===== src/rtl/rv32_multicycle_core.sv =====
// rv32_multicycle_core: multi-cycle RV32I core with one shared req/ready memory port.
// Define RV32_MC_MISALIGN_TRAP_EN to halt on misaligned LW/SW and branch/jump targets.
module rv32_multicycle_core #(
    parameter int          ADDR_W   = 7,
    parameter logic [31:0] RESET_PC = 32'h0000_0000
) (
    input  logic              clk,
    input  logic              rst,
    output logic              mem_req,
    output logic              mem_we,
    output logic [ADDR_W-1:0] mem_addr,
    output logic [31:0]       mem_wdata,
    input  logic [31:0]       mem_rdata,
    input  logic              mem_ready,
    output logic              retire,
    output logic              halted,
    output logic [31:0]       pc_out
);
    typedef enum logic [2:0] {FETCH, DECODE, EXEC, MEM, WB, HALT} state_t;
    state_t state, state_n;
    logic [31:0] pc, ir, a, b, imm, aluout, mdr;
    logic [31:0] regs [32];
    logic [6:0] opc;
    logic [2:0] f3;
    logic [4:0] rd;
    logic is_lui, is_auipc, is_jal, is_jalr, is_br, is_ld, is_st, is_opi, is_op, is_fence, is_sys;
    logic illegal, ebreak, alt, taken, trap;
    logic [31:0] imm_i, imm_s, imm_b, imm_u, imm_j, imm_sel, op_x, op_y, alu_raw, alu_res, wb_val;

    function automatic logic [31:0] alu(input logic [2:0] f, input logic sub, input logic [31:0] x,
                                        input logic [31:0] y);
        logic signed [31:0] sra;
        sra = $signed(x) >>> y[4:0];
        case (f)
            3'b000:  alu = sub ? x - y : x + y;
            3'b001:  alu = x << y[4:0];
            3'b010:  alu = {31'b0, $signed(x) < $signed(y)};
            3'b011:  alu = {31'b0, x < y};
            3'b100:  alu = x ^ y;
            3'b101:  alu = sub ? sra : x >> y[4:0];
            3'b110:  alu = x | y;
            default: alu = x & y;
        endcase
    endfunction

    assign opc      = ir[6:0];
    assign f3       = ir[14:12];
    assign rd       = ir[11:7];
    assign is_lui   = opc == 7'h37;
    assign is_auipc = opc == 7'h17;
    assign is_jal   = opc == 7'h6F;
    assign is_jalr  = opc == 7'h67;
    assign is_br    = opc == 7'h63;
    assign is_ld    = opc == 7'h03;
    assign is_st    = opc == 7'h23;
    assign is_opi   = opc == 7'h13;
    assign is_op    = opc == 7'h33;
    assign is_fence = opc == 7'h0F;
    assign is_sys   = opc == 7'h73;
    assign illegal  = !(is_lui || is_auipc || is_jal || is_jalr || is_br || is_ld || is_st ||
                        is_opi || is_op || is_fence || is_sys);
    assign ebreak   = is_sys && ir[31:20] == 12'd1;

    assign imm_i   = {{20{ir[31]}}, ir[31:20]};
    assign imm_s   = {{20{ir[31]}}, ir[31:25], ir[11:7]};
    assign imm_b   = {{19{ir[31]}}, ir[31], ir[7], ir[30:25], ir[11:8], 1'b0};
    assign imm_u   = {ir[31:12], 12'b0};
    assign imm_j   = {{11{ir[31]}}, ir[31], ir[19:12], ir[20], ir[30:21], 1'b0};
    assign imm_sel = (is_lui || is_auipc) ? imm_u : is_jal ? imm_j : is_br ? imm_b : is_st ? imm_s : imm_i;

    // Jumps and branches reuse the ALU adder for their target address.
    assign op_x    = (is_auipc || is_jal || is_br) ? pc : is_lui ? 32'b0 : a;
    assign op_y    = is_op ? b : imm;
    assign alt     = is_op ? ir[30] : (is_opi && f3 == 3'b101 && ir[30]);
    assign alu_raw = alu((is_op || is_opi) ? f3 : 3'b000, alt, op_x, op_y);
    assign alu_res = is_jalr ? {alu_raw[31:1], 1'b0} : alu_raw;
    assign taken   = f3[2] ? ((f3[1] ? a < b : $signed(a) < $signed(b)) ^ f3[0]) : ((a == b) ^ f3[0]);
    assign wb_val  = is_ld ? mdr : (is_jal || is_jalr) ? pc + 32'd4 : aluout;

`ifdef RV32_MC_MISALIGN_TRAP_EN
    assign trap = (is_ld || is_st || is_jal || is_jalr || (is_br && taken)) && alu_res[1:0] != 2'b00;
`else
    assign trap = 1'b0;
`endif

    always_ff @(posedge clk) begin
        if (rst) state <= FETCH;
        else state <= state_n;
    end

    always_comb begin
        state_n = state;
        case (state)
            FETCH:   state_n = mem_ready ? DECODE : FETCH;
            DECODE:  state_n = (illegal || ebreak) ? HALT : EXEC;
            EXEC:    state_n = trap ? HALT : (is_ld || is_st) ? MEM :
                               (is_br || is_fence || is_sys) ? FETCH : WB;
            MEM:     state_n = !mem_ready ? MEM : is_st ? FETCH : WB;
            WB:      state_n = FETCH;
            default: state_n = HALT;
        endcase
    end

    assign mem_req   = !rst && (state == FETCH || state == MEM);
    assign mem_we    = !rst && state == MEM && is_st;
    assign mem_addr  = {(state == MEM ? aluout[ADDR_W-1:2] : pc[ADDR_W-1:2]), 2'b00};
    assign mem_wdata = b;
    assign retire    = !rst && ((state == EXEC && state_n == FETCH) ||
                                (state == MEM && is_st && mem_ready) || state == WB);
    assign halted    = state == HALT || (state == DECODE && (illegal || ebreak));
    assign pc_out    = pc;

    always_ff @(posedge clk) begin
        if (rst) begin
            pc     <= RESET_PC;
            ir     <= '0;
            a      <= '0;
            b      <= '0;
            imm    <= '0;
            aluout <= '0;
            mdr    <= '0;
        end else begin
            case (state)
                FETCH:  if (mem_ready) ir <= mem_rdata;
                DECODE: begin
                    a   <= regs[ir[19:15]];
                    b   <= regs[ir[24:20]];
                    imm <= imm_sel;
                end
                EXEC: begin
                    aluout <= alu_res;
                    if (state_n == FETCH) pc <= (is_br && taken) ? alu_res : pc + 32'd4;
                end
                MEM: if (mem_ready) begin
                    mdr <= mem_rdata;
                    if (is_st) pc <= pc + 32'd4;
                end
                WB:      pc <= (is_jal || is_jalr) ? aluout : pc + 32'd4;
                default: ;
            endcase
        end
    end

    always_ff @(posedge clk) begin
        if (rst) begin
            for (int i = 0; i < 32; i++) regs[i] <= '0;
        end else if (state == WB && rd != 5'd0) begin
            regs[rd] <= wb_val;
        end
    end
endmodule


===== config.mk =====
export PLATFORM = sky130hd
export DESIGN_NAME = rv32_multicycle_core
export DESIGN_NICKNAME = d
export VERILOG_FILES = /design/src/rtl/rv32_multicycle_core.sv
export SDC_FILE = /design/constraint.sdc
export NUM_CORES = 2
export LEC_CHECK = 0
export CAP_MARGIN = 20
export CELL_PAD_IN_SITES_DETAIL_PLACEMENT = 0
export CELL_PAD_IN_SITES_GLOBAL_PLACEMENT = 1
export CORE_ASPECT_RATIO = 1.1
export CORE_MARGIN = 5
export CORE_UTILIZATION = 50
export DETAILED_ROUTE_END_ITERATION = 16
export PLACE_DENSITY = 0.78
export SLEW_MARGIN = 30
export SYNTH_ARGS = -nofsm -noshare
export SYNTH_HDL_FRONTEND = slang
export SYNTH_SLANG_ARGS = --single-unit

===== constraint.sdc =====
create_clock -name clk -period 10.1 [get_ports clk]
set_clock_uncertainty 0.15 [all_clocks]
set_input_delay 1.515 -clock clk [delete_from_list [all_inputs] [get_ports clk]]
set_output_delay 1.515 -clock clk [all_outputs]
set_load 0.05 [all_outputs]

Yosys cells after proc, flatten, opt, wreduce, memory -nomap -nowiden

Memory sizes are Yosys's and may differ from the RTL's. A register that Yosys moved wholly into a read port is not among the register bits.
Index checks and enable logic that the tools add are counted.

Memory bits (writable): 1024
Word-level logic and storage cells: 135
Register bits: 163
Input port bits: 35
Memories kept: 1

Memory list:

| name | words | width | rd ports | clocked after memory_dff | write ports | line | source |
|---|---|---|---|---|---|---|---|
| regs | 32    | 32    | 2        | 2                        | 32          | 22   | `logic [31:0] regs [32];` |

Add/sub/neg operators: 3
Muxes and demuxes: 39
Reduce and logical (&&, ||, !) cells: 46
Eq/ne operators: 28
Shifts and indexed selects: 3
Bitwise operators: 5
Magnitude comparators: 4

Operators with widths:

| kind                                           | number |
|---|---|
| two-way mux 32 bit                             | 13 |
| one-hot mux 32 bit (7 select lines)            | 1 |
| < comparator 32 bit                            | 4 |
| one-hot mux 32 bit (3 select lines)            | 1 |
| adder 32 x 3 -> 32 bit (second input constant) | 1 |
| adder 32 bit                                   | 1 |
| AND 32 bit                                     | 1 |
| == test 32 bit                                 | 1 |
| bitwise OR 32 bit                              | 1 |
| OR reduction 32 bit                            | 1 |
| << shifter 32 x 5 -> 32 bit                    | 1 |
| >> shifter 32 x 5 -> 32 bit                    | 1 |
| >>> shifter 32 x 5 -> 32 bit                   | 1 |
| subtractor 32 bit                              | 1 |
| bitwise XOR 32 bit                             | 1 |
| two-way mux 31 bit                             | 1 |
| == test 7 bit (second input constant)          | 4 |
| logical OR 1 bit                               | 22 |
| == test 7 x 6 -> 1 bit (second input constant) | 3 |
| two-way mux 20 bit                             | 1 |
| == test 3 bit (second input constant)          | 6 |
| two-way mux 3 bit                              | 6 |
| two-way mux 5 bit                              | 3 |
| one-hot mux 3 bit (5 select lines)             | 1 |
| other kinds (18)                               | 51 |

Depth between registers and ports, before layout

Depth in word-level cells: 20
Gate-level depth with buffers: 25

Worst setup path after synthesis

OpenSTA, ideal clock, no wires.

Path kind: register to register
From: register ir[4]
To: register pc[31] (netlist: pc_out[31])
Slack: 4.879 ns
Data arrival time: 4.943 ns
Clock period less this slack: 5.221 ns
Buffers on the path: 8
Cell stages (with the launch flop): 22
Library setup time: 0.128 ns
Path through: dfxtp_1 buf_4 or3b_1 buf_6 or3_1 buf_2 nand2_2 buf_4 buf_4 buf_4 clkbuf_1 a22o_1 ha_1 clkbuf_1 or3_1 o31ai_1 and4_1 o21ai_0 o311ai_0 xnor2_1 a211oi_1 o21ai_0

Longest elaborated chain between the ends: 18
Elaborated cells on any way between the ends: 71
Classes of those cells: add/sub: 2; eq/ne: 19; shift: 3; mux: 18; bitwise: 3; reduce/logical: 26

RTL lines:

| what                                                                  | line | source |
|---|---|---|
| from (decl)                                                           | 21   | `logic [31:0] pc, ir, a, b, imm, aluout, mdr;` |
| from (signal assigned)                                                | 124  | `FETCH: if (mem_ready) ir <= mem_rdata;` |
| parallel branches: the longest is 18 deep, another holds adder 32 bit | --   |  |
| to (signal assigned)                                                  | 132  | `if (state_n == FETCH) pc <= (is_br && taken) ? alu_res : pc + 32'd4;` |
| to (signal assigned)                                                  | 136  | `if (is_st) pc <= pc + 32'd4;` |
| to (signal assigned)                                                  | 138  | `WB: pc <= (is_jal \|\| is_jalr) ? aluout : pc + 32'd4;` |
| to (decl)                                                             | 21   |  |

Parallel ways; which one is timed is not known. The select of a mux whose other input is x is not followed.
A chain may end at the register's enable or synchronous reset.

Worst setup path after layout

From: register ir[5]
To: register aluout[0]

Longest elaborated chain between the ends: 8
Elaborated cells on any way between the ends: 38
Classes of those cells: add/sub: 2; order compare: 2; eq/ne: 13; shift: 3; mux: 9; bitwise: 3; reduce/logical: 6

RTL lines:

| what                                                    | line   | source |
|---|---|---|
| == test 7 x 5 -> 1 bit or == test 7 bit (tied branches) | 50, 51 |  |
| logical OR 1 bit (2 in series)                          | 72     | `assign op_x = (is_auipc \|\| is_jal \|\| is_br) ? pc : is_lui ? 32'b0 : a;` |
| two-way mux 32 bit                                      | 72     |  |
| adder 32 bit (tied with other cells)                    | 35     | `3'b000: alu = sub ? x - y : x + y;` |
| two-way mux 32 bit (on tied branches)                   | 35, 40 |  |
| one-hot mux 32 bit (7 select lines)                     | 34     | `case (f)` |
| two-way mux 1 bit (*)                                   | 76     | `assign alu_res = is_jalr ? {alu_raw[31:1], 1'b0} : alu_raw;` |
| to (signal assigned)                                    | 131    | `aluout <= alu_res;` |
| to (decl)                                               | 21     |  |

Mark *: on every way between the ends. The rest lies on a longest branch, timed or not.

==> metrics.txt <==
Die Ht 414 microns; RD Place Congestion 1.03; Internal Dissipation 0.0107 W; fill count 12,500; Avg WL per Cell 39.0 microns; EDFF count, synth 1,024; layout cells sized above 1 0.169; Min Clock Period, post-route 7.24 ns; Clk pwr share 0.281; largest net degree at the start of global routing 121; CTS Buffer Depth 3; startpoint type of the worst setup path register; WP data required 10.64 ns; P_sw 0.00679 W; Yosys warning count 0; Reg power frac 0.371; total track usage 0.430; Power Density 214 nW/um^2; Total Die Area 156,000 sq um; Total Routed Length 341 mm; Sw Ratio 0.389; most common cell after layout, fill and taps aside nor2_1; Cells after Synth 6,874; Final Hold Fails 0; leading cell types in the layout, fill and taps excluded nor2_1 (1,322), edfxtp_1 (1,024), mux4_2 (450); clk_lat worst skew 0.81 ns; CORE AREA 148,000 sq um; Logic pwr share 0.348; CP endpoint kind register; relative slew slack 0.133; synthesis-stage register bit count 1,251; vias in the first global route 60,200; Max-Cap Viols 0; Setup Buffers After CTS 0; # rows 148; leakage 26.3 nW; nets 6,869; clock slew at reported path FFs 0.06 ns; worst endpoint data arrival time 7.79 ns; area grow syn2layout 10.4%; Post-CTS Hold Buffers 0; sequential share of the synthesized area 0.477; CTS sink cnt 1,251; initial antenna violation count 9; DRC 0; DRT Pass-1 Iters 8; Final WS setup 2.86 ns; setup TNS 0 ns; CTS H-tree depth 4; peak supply drop 0.196 mV; Post-Syn Area 74,000 sq um; ANT nets after route 0; CTS tree yes; pre-CTS setup slack 3.22 ns; drt first-iter violations 9,377; RSZ-0062 raised after global routing false; IO Count 110; # resized after CTS 0; Slew Viols, Final 0; result of the run complete, no violations; initial core utilization 0.502; post-synthesis async set-or-reset flop share 0; Die Width 377 microns; Num CTS Buffers 135; grt ovf 0; period utilization 0.717; final setup fails 0; mean post-synth cell area 10.8 sq um; Hold Path Class reg -> reg; Highest Clock Rate 138 MHz; number of distinct library cells after synthesis 101; port bufs 107; Root Driver clkbuf_16; Worst Path Max Fanout 42; first-pass GRT wire length 469 mm; via count 62,800; predominant post-synthesis flop cell edfxtp_1; via/cell ratio 7.17; Worst Setup Path Type reg -> reg; DP Wirelength 225 mm; Worst Tran Pin Value 1.29 ns
layer usage:
layer  GRT usage  share of wire
met2       0.688           0.46
met5           0        0.00013
met4       0.324          0.098
met3      0.0936           0.10
met1       0.511           0.34
cells in the mapped netlist, types with 27 or more instances:
master / count / share of area
buf_1: 83 / 0.0042
ha_1: 130 / 0.022
inv_1: 137 / 0.0069
edfxtp_1: 1024 / 0.42
xnor2_1: 27 / 0.0032
and3_1: 39 / 0.0033
a31oi_1: 41 / 0.0035
mux2i_1: 275 / 0.037
o221ai_1: 110 / 0.013
dfxtp_1: 227 / 0.061
a21o_1: 29 / 0.0029
a211oi_1: 191 / 0.019
nand2b_1: 47 / 0.0040
nor3_1: 92 / 0.0062
nor2_1: 1332 / 0.068
nand3_1: 83 / 0.0056
o211ai_1: 42 / 0.0043
nand2_1: 466 / 0.024
buf_2: 44 / 0.0030
a22oi_1: 33 / 0.0033
a21oi_1: 474 / 0.032
mux4_2: 450 / 0.14
mux2_2: 79 / 0.012
o21ai_0: 301 / 0.020
clkbuf_1: 546 / 0.028
o22ai_1: 102 / 0.0086
layout make-up:
cell class	count	area [sq um]	share of cell area
Antenna cell	5	12.5	0.000153
Tap cell	1950	2440	0.0298
Sequential cell	1251	35300	0.432
Timing Repair Buffer	347	3050	0.0373
Clock buffer	176	3660	0.0448
Clock inverter	62	579	0.00709
Inverter	143	537	0.00657
Multi-Input combinational cell	4824	36100	0.442
critical path, cell delays in order, from the launching register on:
cell	delay, ns
dfxtp_1	0.80
and3b_1	0.32
and3_1	0.61
nor2_4	0.06
buf_4	0.33
a22oi_1	0.42
ha_1	0.27
inv_1	0.08
fa_1	0.47
a211o_1	0.35
a311oi_1	0.64
a211oi_2	0.35
o21a_1	0.37
o21a_1	0.28
o21ai_0	0.36
a21oi_1	0.12
nor2_1	0.16
a21o_1	0.43
o221ai_1	0.26
a31oi_1	0.28
sequential cells by signal, summed over array words and instances, names as in the netlist:
| name | cells |
|---|---|
| regs | 1024 |
| ir | 32 |
| state | 3 |
| mdr | 32 |
| mem_wdata | 32 |
| aluout | 32 |
| imm | 32 |
| a | 32 |
| pc_out | 32 |
through the flow:
stage / utilization / total power [W] / cell area, sq um / hold slack (ns) / std cells
floorplan: - / 0.00994 / 74200 / 0.282 / 6907
global placement: 0.524 / 0.0124 / 77300 / 0.296 / 8513
detailed placement: 0.525 / 0.0124 / 77400 / 0.308 / 8514
CTS: 0.553 / 0.0173 / 81700 / 0.317 / 8752
global route: 0.554 / 0.0179 / 81700 / 0.331 / 8753
finish: 0.554 / 0.0175 / 81700 / 0.316 / 8758
power groups by stage:
stage / Sequential [W] / Clock [W] / Combinational, W
2_1_floorplan: 0.00642 / 0 / 0.00352
3_3_place_gp: 0.00654 / 0 / 0.00586
3_5_place_dp: 0.00655 / 0 / 0.00588
4_1_cts: 0.00645 / 0.00491 / 0.00590
5_1_grt: 0.00648 / 0.00514 / 0.00629
6_report: 0.00648 / 0.00491 / 0.00608
path summary, 6_finish.rpt:
check / start / endpoint / slack (ns) / depth (start not counted)
max: ir[5] / aluout[0] / 2.86 / 19
min reg2reg: mdr[6] / mdr[6] / 0.32 / 2
min: mdr[6] / mdr[6] / 0.32 / 2
max reg2reg: ir[5] / aluout[0] / 2.86 / 19
cell families (layout without fill, tap and decap cells):
group                    count (synthesis)  count (layout)  share of synthesized area
other                                    1              39                  0.0000507
adder cells (fa/ha/maj)                132             132                     0.0225
AND/OR/NAND/NOR                       2203            2203                      0.124
flip-flops                            1251            1251                      0.477
AO/OA/AOI/OAI                         1600            1600                      0.141
buffers and inverters                  832             728                     0.0439
multiplexers                           805             805                      0.186
XOR/XNOR                                50              50                    0.00592
(Power assumes the default switching activity.)
